[config.mk]
export PLATFORM = sky130hd
export DESIGN_NAME = pifo_req_dispatcher_flat
export DESIGN_NICKNAME = d
export VERILOG_FILES = /design/src/rtl/pifo_req_dispatcher_pkg.sv /design/src/rtl/pifo_req_dispatcher_if.sv /design/src/rtl/pifo_req_dispatcher_fifo.sv /design/src/rtl/pifo_req_dispatcher.sv /design/src/flat_wrapper.sv
export SDC_FILE = /design/constraint.sdc
export NUM_CORES = 1
export LEC_CHECK = 0
export ABC_CLOCK_PERIOD_IN_PS = 12500
export CORE_MARGIN = 2
export CORE_UTILIZATION = 35
export DETAILED_ROUTE_END_ITERATION = 6
export PLACE_DENSITY = 0.54
export REMOVE_ABC_BUFFERS = 1
export SLEW_MARGIN = 0
export SYNTH_ARGS = -nofsm -noshare
export SYNTH_HDL_FRONTEND = slang
export SYNTH_SLANG_ARGS = --single-unit
export TNS_END_PERCENT = 5
[constraint.sdc]
create_clock -name i_clk -period 12.5 [get_ports i_clk]
set_clock_uncertainty 0.1 [all_clocks]
set_input_delay 1.875 -clock i_clk [delete_from_list [all_inputs] [get_ports i_clk]]
set_output_delay 1.875 -clock i_clk [all_outputs]
set_load 0.01 [all_outputs]
[src/rtl/pifo_req_dispatcher_pkg.sv]
// Shared types for the PIFO request dispatcher: op and drop-code enums,
// the queued request record and the tree-to-lane mapping.
package pifo_dispatch_pkg;

  localparam int PTW_DEF      = 16;
  localparam int TREE_NUM_DEF = 8;
  localparam int TIDW_DEF     = $clog2(TREE_NUM_DEF);

  typedef enum logic {
    OP_PUSH = 1'b0,
    OP_POP  = 1'b1
  } op_e;

  typedef enum logic [1:0] {
    DROP_NONE  = 2'b00,
    DROP_FULL  = 2'b01,
    DROP_EMPTY = 2'b10
  } drop_code_e;

  typedef struct packed {
    op_e                 op;
    logic [TIDW_DEF-1:0] tree_id;
    logic [PTW_DEF-1:0]  data;
  } req_t;

  function automatic int unsigned lane_of(input int unsigned tree_id, input int unsigned level);
    return tree_id % level;
  endfunction

endpackage

[src/rtl/pifo_req_dispatcher_if.sv]
// Valid/ready request stream into the dispatcher; the master drives the
// request, the slave (dispatcher) returns ready.
interface pifo_req_dispatcher_if #(
  parameter int PTW  = 16,
  parameter int TIDW = 3
);
  logic            i_req_valid;
  logic            o_req_ready;
  logic            i_req_op;
  logic [TIDW-1:0] i_req_tree_id;
  logic [PTW-1:0]  i_req_data;

  modport master (
    output i_req_valid, i_req_op, i_req_tree_id, i_req_data,
    input  o_req_ready
  );

  modport slave (
    input  i_req_valid, i_req_op, i_req_tree_id, i_req_data,
    output o_req_ready
  );
endinterface

[src/rtl/pifo_req_dispatcher_fifo.sv]
// Synchronous show-ahead FIFO with async active-high reset; pointers carry an
// extra wrap bit so full and empty are told apart without a counter.
module pifo_dispatch_fifo #(
  parameter int W     = 8,
  parameter int DEPTH = 8
) (
  input  logic         i_clk,
  input  logic         i_arst,
  input  logic         i_wr_en,
  input  logic [W-1:0] i_wr_data,
  input  logic         i_rd_en,
  output logic [W-1:0] o_rd_data,
  output logic         o_full,
  output logic         o_empty
);
  localparam int AW = (DEPTH > 1) ? $clog2(DEPTH) : 1;

  logic [AW:0]  r_wptr;
  logic [AW:0]  r_rptr;
  logic [W-1:0] r_mem [DEPTH];
  logic         w_wr;
  logic         w_rd;

  assign w_wr      = i_wr_en && !o_full;
  assign w_rd      = i_rd_en && !o_empty;
  assign o_empty   = (r_wptr == r_rptr);
  assign o_full    = (r_wptr[AW] != r_rptr[AW]) && (r_wptr[AW-1:0] == r_rptr[AW-1:0]);
  assign o_rd_data = r_mem[r_rptr[AW-1:0]];

  // pointer update
  always_ff @(posedge i_clk or posedge i_arst) begin
    if (i_arst) begin
      r_wptr <= {(AW+1){1'b0}};
      r_rptr <= {(AW+1){1'b0}};
    end else begin
      if (w_wr) r_wptr <= r_wptr + {{AW{1'b0}}, 1'b1};
      if (w_rd) r_rptr <= r_rptr + {{AW{1'b0}}, 1'b1};
    end
  end

  // storage write
  always_ff @(posedge i_clk) begin
    if (w_wr) r_mem[r_wptr[AW-1:0]] <= i_wr_data;
  end
endmodule

[src/rtl/pifo_req_dispatcher.sv]
// Ingress dispatcher in front of the PIFO: queues push/pop requests, rejects
// push-to-full / pop-from-empty, and issues one-cycle per-lane strobes.
// Optional counters are enabled with `define PIFO_DISPATCH_STATS_EN.
module pifo_req_dispatcher
  import pifo_dispatch_pkg::*;
#(
  parameter int PTW       = PTW_DEF,
  parameter int LEVEL     = 8,
  parameter int TREE_NUM  = TREE_NUM_DEF,
  parameter int TREE_CAP  = 510,
  parameter int INQ_DEPTH = 8,
  parameter int ISSUE_GAP = 2
) (
  input  logic                                     i_clk,
  input  logic                                     i_arst,
  pifo_req_dispatcher_if.slave                     req_if,
  input  logic [LEVEL-1:0]                         i_task_fifo_full,
  output logic [LEVEL-1:0]                         o_push,
  output logic [LEVEL-1:0]                         o_pop,
  output logic [LEVEL-1:0][$clog2(TREE_NUM)-1:0]   o_tree_id,
  output logic [LEVEL-1:0][PTW-1:0]                o_push_data,
  output logic                                     o_drop,
  output logic [1:0]                               o_drop_code,
  output logic                                     o_busy
`ifdef PIFO_DISPATCH_STATS_EN
  ,
  output logic [31:0]                              o_stat_push,
  output logic [31:0]                              o_stat_pop,
  output logic [31:0]                              o_stat_drop,
  output logic [31:0]                              o_stat_stall
`endif
);
  localparam int TIDW = $clog2(TREE_NUM);
  localparam int LW   = (LEVEL > 1) ? $clog2(LEVEL) : 1;
  localparam int OCW  = $clog2(TREE_CAP + 1);
  localparam int GW   = $clog2(ISSUE_GAP + 1);

  req_t                         w_wr_req;
  req_t                         w_head;
  logic [$bits(req_t)-1:0]      w_head_bits;
  logic                         w_wr_en;
  logic                         w_rd_en;
  logic                         w_full;
  logic                         w_empty;
  logic [LW-1:0]                w_lane;
  logic [OCW-1:0]               w_occ_head;
  logic                         w_issue;
  logic                         w_drop;
  logic                         w_stall;
  drop_code_e                   w_code;
  logic [LEVEL-1:0]             w_sel;

  logic [LEVEL-1:0]             r_push;
  logic [LEVEL-1:0]             r_pop;
  logic [LEVEL-1:0][TIDW-1:0]   r_tree_id;
  logic [LEVEL-1:0][PTW-1:0]    r_push_data;
  logic                         r_drop;
  drop_code_e                   r_drop_code;
  logic [OCW-1:0]               r_occ [TREE_NUM];
  logic [GW-1:0]                r_gap [LEVEL];

  assign w_wr_req.op      = op_e'(req_if.i_req_op);
  assign w_wr_req.tree_id = req_if.i_req_tree_id;
  assign w_wr_req.data    = req_if.i_req_data;
  assign w_wr_en          = req_if.i_req_valid && !w_full;
  assign req_if.o_req_ready = !w_full;
  assign o_busy           = !w_empty;

  pifo_dispatch_fifo #(
    .W     ($bits(req_t)),
    .DEPTH (INQ_DEPTH)
  ) u_inq (
    .i_clk     (i_clk),
    .i_arst    (i_arst),
    .i_wr_en   (w_wr_en),
    .i_wr_data (w_wr_req),
    .i_rd_en   (w_rd_en),
    .o_rd_data (w_head_bits),
    .o_full    (w_full),
    .o_empty   (w_empty)
  );

  assign w_head     = req_t'(w_head_bits);
  assign w_lane     = LW'(lane_of(32'(w_head.tree_id), 32'(LEVEL)));
  assign w_occ_head = r_occ[w_head.tree_id];
  assign w_rd_en    = w_issue || w_drop;

  // head decision; a blocked head is held, nothing behind it may pass
  always_comb begin
    w_issue = 1'b0;
    w_drop  = 1'b0;
    w_stall = 1'b0;
    w_code  = DROP_NONE;
    if (w_empty) begin
      w_issue = 1'b0;
    end else if ((r_gap[w_lane] != {GW{1'b0}}) || i_task_fifo_full[w_lane]) begin
      w_stall = 1'b1;
    end else if ((w_head.op == OP_PUSH) && (w_occ_head == OCW'(TREE_CAP))) begin
      w_drop = 1'b1;
      w_code = DROP_FULL;
    end else if ((w_head.op == OP_POP) && (w_occ_head == {OCW{1'b0}})) begin
      w_drop = 1'b1;
      w_code = DROP_EMPTY;
    end else begin
      w_issue = 1'b1;
    end
  end

  // one-hot lane select for the issuing head
  always_comb begin
    w_sel = {LEVEL{1'b0}};
    if (w_issue) begin
      w_sel[w_lane] = 1'b1;
    end else begin
      w_sel = {LEVEL{1'b0}};
    end
  end

  // per-lane strobes, data and sticky tree id
  always_ff @(posedge i_clk or posedge i_arst) begin
    if (i_arst) begin
      r_push      <= {LEVEL{1'b0}};
      r_pop       <= {LEVEL{1'b0}};
      r_tree_id   <= {(LEVEL*TIDW){1'b0}};
      r_push_data <= {(LEVEL*PTW){1'b0}};
    end else begin
      for (int l = 0; l < LEVEL; l++) begin
        r_push[l]      <= w_sel[l] && (w_head.op == OP_PUSH);
        r_pop[l]       <= w_sel[l] && (w_head.op == OP_POP);
        r_push_data[l] <= (w_sel[l] && (w_head.op == OP_PUSH)) ? w_head.data : {PTW{1'b0}};
        if (w_sel[l]) r_tree_id[l] <= w_head.tree_id;
      end
    end
  end

  // issue spacing per lane
  always_ff @(posedge i_clk or posedge i_arst) begin
    if (i_arst) begin
      for (int l = 0; l < LEVEL; l++) r_gap[l] <= {GW{1'b0}};
    end else begin
      for (int l = 0; l < LEVEL; l++) begin
        if (w_sel[l]) r_gap[l] <= GW'(ISSUE_GAP - 1);
        else if (r_gap[l] != {GW{1'b0}}) r_gap[l] <= r_gap[l] - GW'(1);
      end
    end
  end

  // per-tree occupancy, moved only by issued requests
  always_ff @(posedge i_clk or posedge i_arst) begin
    if (i_arst) begin
      for (int t = 0; t < TREE_NUM; t++) r_occ[t] <= {OCW{1'b0}};
    end else begin
      for (int t = 0; t < TREE_NUM; t++) begin
        if (w_issue && (w_head.tree_id == TIDW'(t))) begin
          if (w_head.op == OP_PUSH) r_occ[t] <= r_occ[t] + OCW'(1);
          else                      r_occ[t] <= r_occ[t] - OCW'(1);
        end
      end
    end
  end

  // drop pulse lines up with where the strobe would have been
  always_ff @(posedge i_clk or posedge i_arst) begin
    if (i_arst) begin
      r_drop      <= 1'b0;
      r_drop_code <= DROP_NONE;
    end else begin
      r_drop      <= w_drop;
      r_drop_code <= w_code;
    end
  end

  assign o_push      = r_push;
  assign o_pop       = r_pop;
  assign o_tree_id   = r_tree_id;
  assign o_push_data = r_push_data;
  assign o_drop      = r_drop;
  assign o_drop_code = r_drop_code;

`ifdef PIFO_DISPATCH_STATS_EN
  logic [31:0] r_stat_push;
  logic [31:0] r_stat_pop;
  logic [31:0] r_stat_drop;
  logic [31:0] r_stat_stall;

  // free-running event counters, wrapping modulo 2^32
  always_ff @(posedge i_clk or posedge i_arst) begin
    if (i_arst) begin
      r_stat_push  <= 32'd0;
      r_stat_pop   <= 32'd0;
      r_stat_drop  <= 32'd0;
      r_stat_stall <= 32'd0;
    end else begin
      if (w_issue && (w_head.op == OP_PUSH)) r_stat_push <= r_stat_push + 32'd1;
      if (w_issue && (w_head.op == OP_POP))  r_stat_pop  <= r_stat_pop + 32'd1;
      if (w_drop)  r_stat_drop  <= r_stat_drop + 32'd1;
      if (w_stall) r_stat_stall <= r_stat_stall + 32'd1;
    end
  end

  assign o_stat_push  = r_stat_push;
  assign o_stat_pop   = r_stat_pop;
  assign o_stat_drop  = r_stat_drop;
  assign o_stat_stall = r_stat_stall;
`endif
endmodule

[src/flat_wrapper.sv]
// flat-port wrapper written by rule: the top's interface ports become plain ports
module pifo_req_dispatcher_flat import pifo_dispatch_pkg::*;
#(
  parameter int PTW       = PTW_DEF,
  parameter int LEVEL     = 8,
  parameter int TREE_NUM  = TREE_NUM_DEF,
  parameter int TREE_CAP  = 510,
  parameter int INQ_DEPTH = 8,
  parameter int ISSUE_GAP = 2
)
  (i_clk, i_arst, i_task_fifo_full, o_push, o_pop, o_tree_id, o_push_data, o_drop, o_drop_code, o_busy, req_if_i_req_valid, req_if_i_req_op, req_if_i_req_tree_id, req_if_i_req_data, req_if_o_req_ready);
  pifo_req_dispatcher_if #(.PTW(PTW), .TIDW(3)) req_if_i ();
  input  logic i_clk;
  input  logic i_arst;
  input  logic [LEVEL-1:0] i_task_fifo_full;
  output logic [LEVEL-1:0] o_push;
  output logic [LEVEL-1:0] o_pop;
  output logic [LEVEL-1:0][$clog2(TREE_NUM)-1:0] o_tree_id;
  output logic [LEVEL-1:0][PTW-1:0] o_push_data;
  output logic o_drop;
  output logic [1:0] o_drop_code;
  output logic o_busy;
  input wire logic [$bits(req_if_i.i_req_valid)-1:0] req_if_i_req_valid;
  input wire logic [$bits(req_if_i.i_req_op)-1:0] req_if_i_req_op;
  input wire logic [$bits(req_if_i.i_req_tree_id)-1:0] req_if_i_req_tree_id;
  input wire logic [$bits(req_if_i.i_req_data)-1:0] req_if_i_req_data;
  output wire logic [$bits(req_if_i.o_req_ready)-1:0] req_if_o_req_ready;
  assign req_if_i.i_req_valid = req_if_i_req_valid;
  assign req_if_i.i_req_op = req_if_i_req_op;
  assign req_if_i.i_req_tree_id = req_if_i_req_tree_id;
  assign req_if_i.i_req_data = req_if_i_req_data;
  assign req_if_o_req_ready = req_if_i.o_req_ready;
  pifo_req_dispatcher #(.PTW(PTW), .LEVEL(LEVEL), .TREE_NUM(TREE_NUM), .TREE_CAP(TREE_CAP), .INQ_DEPTH(INQ_DEPTH), .ISSUE_GAP(ISSUE_GAP)) u_core (.i_clk(i_clk), .i_arst(i_arst), .req_if(req_if_i), .i_task_fifo_full(i_task_fifo_full), .o_push(o_push), .o_pop(o_pop), .o_tree_id(o_tree_id), .o_push_data(o_push_data), .o_drop(o_drop), .o_drop_code(o_drop_code), .o_busy(o_busy));
endmodule
==> results.toml, run 1 <==
[sta]
setup_viol = 0
period_minus_slack_ps = 5330
fin_crit_sh = 0.426
hold_violations = 0
worst_pin_slew_ps = 1050
fin_hold_ws_ps = 366
finalSetupTns_ps = 0
slew_violations = 0
fmax_mhz = 188
rsz0062_at_grt = "false"
slew_headroom = 0.278

[outcome]
status = "complete, no violations"

[cts]
clock_latency_ps = 580
holdBufCountCts = 0
cts-root-buf = "clkbuf_16"
clk_path_buf_depth = 3
htreeDepth = 2
ctsResizeCount = 0
clock-sinks = 427
cts_tree = "yes"
cts_buffers = 45
clkTransAtPathRegs_ps = 60
post_cts_buffers = 0

[pwr]
leakage_nw = 9.45
p_int_mw = 3.71
cellPowerDensity_nw_per_um2 = 272
clkPwrFrac = 0.213
seq_power_share = 0.316
switching_power_mw = 2.44
switching_share = 0.396
p_total_mw = 6.15
pwr-share-comb = 0.471
peakVddDrop_mv = 0.115

[min_path]
hold_path_class = "reg2reg"
whs_path_depth = 1

[place]
numPortBuffers = 203
dp_cells = 2175
dpl.hpwl_um = 29600
globalplace.congestion = 0.783

[grt]
grt_max_degree = 161
antenna_found_initial = 3
grt-ovfl-total = 0
grt_usage = 0.167
grt_pass1_wl_um = 68300
grt_pass1_vias = 11300

[critical_path]
crit_required_ps = 12860
crit_type = "reg2reg"
crit_path_end_kind = "flip-flop"
crit_arrival_ps = 5690
cp_max_fo = 32
worst_setup_path_start_kind = "flip-flop"
r2r_cells = 10

[final_layout]
drive_gt1_frac = 0.121
multi_input_area_sq_um = 6370
fill_cells = 4691
finish.net_count = 1647
layout.area.seq_sq_um = 11500
area_delta_synth_final_pct = 23.1
finalNonFillerCells = 2257
post-route-util = 0.438

[route]
drt-initial-drc-count = 625
wirelength_um = 44700
ant_nets = 0
wl_per_cell_um = 19.8
drc_errors = 0
first_pass_iters = 5
vias = 11000
via_per_inst = 4.87

[synthesis]
syn_avg_cell_area_sq_um = 13.8
yosysMostFrequentCell = "dfrtp_1"
syn_area_sq_um = 18400
yosysWarnings = 0
synth.area.top_cells = "dfrtp_1 36%, edfxtp_1 26%, mux4_2 5.0%"
synth_seq_cells = 427
synth_cells = 1333
ys_seq_area_frac = 0.626
synth.top_cell.area_share = 0.364
yosys-top-cells-count = "267 x dfrtp_1, 160 x edfxtp_1, 130 x nor2_1"
synth-edff-count = 160
async_flop_share = 0.625
synth_top_cell_by_area = "dfrtp_1"
ys_types = 53
synth_flop_cell = "dfrtp_1"

[floorplan]
coreArea_sq_um = 51600
start_util = 0.356
die_y_um = 233
dieArea_sq_um = 54300
fp.dieW_um = 233
row_count = 83
num_io_pins = 204

[run]
maxCapViolCount = 0
per-layer routing:
| metal | up-vias | wire length (um) | track usage |
|---|---|---|---|
| met5 | - | 27 | 0 |
| li1 | 5130 | - | - |
| met1 | 5594 | 21100 | 0.239 |
| met4 | 4 | 784 | 0.0408 |
| met3 | 56 | 2340 | 0.0348 |
| met2 | 214 | 20500 | 0.260 |
power by group through the flow:
stage | Sequential (mW) | Clock (mW) | Combinational (mW)
finish | 1.95 | 1.31 | 2.90
global route | 1.98 | 1.40 | 3.22
CTS | 1.95 | 1.34 | 2.93
detailed placement | 1.98 | 0 | 2.92
global placement | 1.97 | 0 | 2.88
floorplan | 1.97 | 0 | 2.04
through the flow:
stage / setup WS, ps / area (sq um)
2_1_floorplan: 3170 / 18100
3_3_place_gp: 7180 / 21200
3_5_place_dp: 7050 / 21200
4_1_cts: 7010 / 22600
5_1_grt: 6670 / 22600
6_report: 7170 / 22600
critical path: stages (launching register included):
cell and delay, ps:
dfrtp_2 660, buf_4 630, mux4_2 590, mux2i_1 420, nand2_1 470, a311oi_1 340
nor3_1 100, and4_4 220, a21oi_4 580, nand2_1 570, mux2_1 470
layout make-up:
type / instances / share of cell area
Antenna cell: 1 / 0.000111
Clock buffer: 70 / 0.0586
Clock inverter: 11 / 0.00509
Inverter: 66 / 0.0113
Multi-Input combinational cell: 780 / 0.282
Sequential cell: 427 / 0.508
Tap cell: 680 / 0.0377
Timing Repair Buffer: 222 / 0.0968
cell usage in the layout (no fill, tap or decap), types with 41 or more instances in the layout:
cell type	n
inv_1	64
mux4_2	41
dfrtp_1	266
nand2_1	65
clkbuf_16	45
mux2i_1	58
nor3_1	52
a21oi_1	50
nor2_1	124
xnor2_1	59
edfxtp_1	160
ha_1	66
clkdlybuf4s50_1	203
state kept, by name, indices dropped and copies added, names as in the netlist:
signal / cells
u_core.u_inq.r_mem: 160
u_core.r_gap: 16
u_core.r_occ: 72
u_core.o_tree_id: 24
u_core.o_push_data: 128
u_core.u_inq.r_rptr: 4
u_core.o_drop_code: 2
u_core.o_push: 8
u_core.u_inq.r_wptr: 4
u_core.o_pop: 8
u_core.o_drop: 1
final timing paths:
kind | start | slack [ps] | end
setup / recovery | u_core.u_inq.r_rptr[0]$_DFFE_PP0P_ | 7170 | u_core.r_occ[29]$_DFFE_PP0P_
hold / removal | u_core.o_tree_id[9]$_DFFE_PP0P_ | 370 | u_core.o_tree_id[9]$_DFFE_PP0P_
setup reg to reg | u_core.u_inq.r_rptr[0]$_DFFE_PP0P_ | 7170 | u_core.r_occ[29]$_DFFE_PP0P_
hold reg to reg | u_core.o_tree_id[9]$_DFFE_PP0P_ | 370 | u_core.o_tree_id[9]$_DFFE_PP0P_
max in group asynchronous | i_arst | 9050 | u_core.u_inq.r_rptr[0]$_DFFE_PP0P_
min in group asynchronous | i_arst | 1730 | u_core.o_push_data[38]$_DFF_PP0_
cells by family after synthesis:
group | synth area share
AOI/OAI and AO/OA | 0.0453
muxes | 0.123
DFF | 0.626
xor gates and xnor gates | 0.0415
buffers and inverters | 0.0296
and+or+nand+nor | 0.0813
adders and majority gates | 0.0537
Note: power is estimated with default switching activity, not from simulation.
==> run 2: changes to the inputs <==
--- a/config.mk
+++ b/config.mk
@@ -5,11 +5,11 @@
 export SDC_FILE = /design/constraint.sdc
 export NUM_CORES = 1
 export LEC_CHECK = 0
-export ABC_CLOCK_PERIOD_IN_PS = 12500
+export ABC_CLOCK_PERIOD_IN_PS = 4800
 export CORE_MARGIN = 2
 export CORE_UTILIZATION = 35
 export DETAILED_ROUTE_END_ITERATION = 6
-export PLACE_DENSITY = 0.54
+export PLACE_DENSITY = 0.56
 export REMOVE_ABC_BUFFERS = 1
 export SLEW_MARGIN = 0
 export SYNTH_ARGS = -nofsm -noshare
==> constraint.sdc (replaced) <==
create_clock -name i_clk -period 4.8 [get_ports i_clk]
set_clock_uncertainty 0.1 [all_clocks]
set_input_delay 0.72 -clock i_clk [delete_from_list [all_inputs] [get_ports i_clk]]
set_output_delay 0.72 -clock i_clk [all_outputs]
set_load 0.01 [all_outputs]
==> run 2 against run 1 <==
Via count is 0.66% higher. Combinational power grew to 2.6 times the previous value. Final area is 0.84% higher. Hold slack worse by 3.9 ps. Sequential power grew to 2.6 times the previous value. Sequential share of layout area is 0.42 points lower. Worst setup slack worse by 6700 ps. Power grew to 2.6 times the previous value. Non-clock buffer count is 21 higher. Critical endpoint is now u_core.r_occ[65]$_DFFE_PP0P_. Largest cell class unchanged. Largest power group unchanged.
==> results.toml, run 2 (same netlist as run 1, synthesis figures left out) <==
[outcome]
status = "complete, no violations"

[final_layout]
finalNonFillerCells = 2279
finish.net_count = 1668
fill_cells = 4630
area_delta_synth_final_pct = 24.2
finalInstanceArea_sq_um = 22800
largest_register_ffs = 160
post-route-util = 0.441
mostFrequentLayoutCells = "266 x dfrtp_1, 203 x clkdlybuf4s50_1, 160 x edfxtp_1"
final_common_cell = "dfrtp_1"
drive_gt1_frac = 0.130
diodes = 0

[pwr]
p_total_mw = 16.1
cellPowerDensity_nw_per_um2 = 708
peakVddDrop_mv = 0.350
leakage_nw = 9.58

[min_path]
whs_path_depth = 1
hold_path_startpoint = "u_core.o_tree_id[9]$_DFFE_PP0P_"
min_to = "u_core.o_tree_id[9]$_DFFE_PP0P_"
hold_path_class = "reg2reg"

[critical_path]
r2r_slack_ps = 440
crit_arrival_ps = 4710
r2r-end = "u_core.r_occ[65]$_DFFE_PP0P_"
crit_slowest_cell = "a211oi_1"
r2r_cells = 10
crit_required_ps = 5150
cp_cell_sequence = "buf_4, mux4_2, mux2i_1, nor2_1, a22oi_1, a21oi_1, and4_1, a211oi_1, nand2_1, mux2_1"
cp_max_fo = 31
crit_path_end_kind = "flip-flop"
worst_setup_path_start_kind = "flip-flop"
cpPeakStageDelay_ps = 580
reg2reg_from = "u_core.u_inq.r_rptr[1]$_DFFE_PP0P_"
crit_type = "reg2reg"

[run]
maxCapViolCount = 0

[cts]
clkTransAtPathRegs_ps = 60
clk_path_buf_depth = 3
htreeDepth = 2
clock_latency_ps = 590
ctsResizeCount = 0
post_cts_buffers = 0
clock-sinks = 427
cts_tree = "yes"
cts_buffers = 45
cts-root-buf = "clkbuf_16"
holdBufCountCts = 0

[place]
placed_area_sq_um = 21300
globalplace.congestion = 0.835
numPortBuffers = 203
pre_cts_slack_ps = 459
dp_cells = 2196
dpl.hpwl_um = 29800

[grt]
grt_pass1_vias = 11500
grt-ovfl-total = 0
grt_usage = 0.165
grt_max_degree = 93
grt_pass1_wl_um = 67800
antenna_found_initial = 1

[sta]
slew_headroom = 0.165
setup_viol = 0
rsz0062_at_grt = "false"
worst_pin_slew_ps = 1220
fin_crit_sh = 0.908
slew_violations = 0
worst_slack_ps = 443
fmax_mhz = 230
hold_violations = 0
finalSetupTns_ps = 0
period_minus_slack_ps = 4360
fin_hold_ws_ps = 362

[route]
drt-initial-drc-count = 696
ant_nets = 0
vias = 11100
via_per_inst = 4.86
wirelength_um = 43900
wl_per_cell_um = 19.3
first_pass_iters = 4
drc_errors = 0

[floorplan]
num_io_pins = 204
fp.dieW_um = 233
coreArea_sq_um = 51600
start_util = 0.356
dieArea_sq_um = 54300
die_y_um = 233
row_count = 83
==> run 2: critical path, delay by kind of cell, from the launching register on <==
family | cells | cell delay (ps)
multiplexers | 3 | 1320
AND/OR/NAND/NOR | 3 | 990
AO/OA/AOI/OAI | 3 | 910
buffers and inverters | 1 | 450
flip-flops | 1 | 440
==> run 2: power by group <==
| part | switching, mW | internal (mW) | total (mW) | leakage, nW |
|---|---|---|---|---|
| clock | 1.45 | 1.96 | 3.41 | 0.710 |
| combinational | 4.35 | 3.34 | 7.68 | 3.88 |
| sequential | 0.523 | 4.52 | 5.04 | 4.98 |
| total | 6.32 | 9.82 | 16.1 | 9.58 |
==> run 2: layer usage <==
layer  share of wire  wire length (um)  track usage  vias to the layer above
li1                -                 -            -                     5159
met1            0.46             20400        0.229                     5621
met2            0.47             20800        0.268                      230
met3           0.042              1860       0.0250                       59
met4           0.021               932       0.0476                        2
met5         0.00030                13            0                        -
==> run 2: cell type report <==
class,instances,area [sq um],share of cell area
Clock buffer,64,1270,0.0556
Clock inverter,19,186,0.00818
Inverter,66,255,0.0112
Multi-Input combinational cell,780,6360,0.279
Sequential cell,427,11500,0.504
Tap cell,680,851,0.0373
Timing Repair Buffer,243,2380,0.105
==> run 2: how the worst max path moves through the flow <==
stage,startpoint,to,slack [ps],cells after the start
6_report,u_core.u_inq.r_rptr[1]$_DFFE_PP0P_,u_core.r_occ[65]$_DFFE_PP0P_,440,10
5_1_grt,u_core.u_inq.r_rptr[1]$_DFFE_PP0P_,u_core.r_occ[67]$_DFFE_PP0P_,190,10
4_1_cts,u_core.u_inq.r_rptr[1]$_DFFE_PP0P_,u_core.r_occ[16]$_DFFE_PP0P_,430,14
3_5_place_dp,u_core.u_inq.r_rptr[1]$_DFFE_PP0P_,u_core.r_occ[16]$_DFFE_PP0P_,460,14
3_3_place_gp,u_core.u_inq.r_rptr[1]$_DFFE_PP0P_,u_core.r_occ[16]$_DFFE_PP0P_,530,14
2_1_floorplan,i_arst,u_core.o_drop$_DFF_PP0_,-3370,1
==> run 3: changes to the inputs <==
--- a/config.mk
+++ b/config.mk
@@ -15,4 +15,3 @@
 export SYNTH_ARGS = -nofsm -noshare
 export SYNTH_HDL_FRONTEND = slang
 export SYNTH_SLANG_ARGS = --single-unit
-export TNS_END_PERCENT = 5
==> results of run 3 <==
Final layout, timing and power as in run 2 (identical DEF).
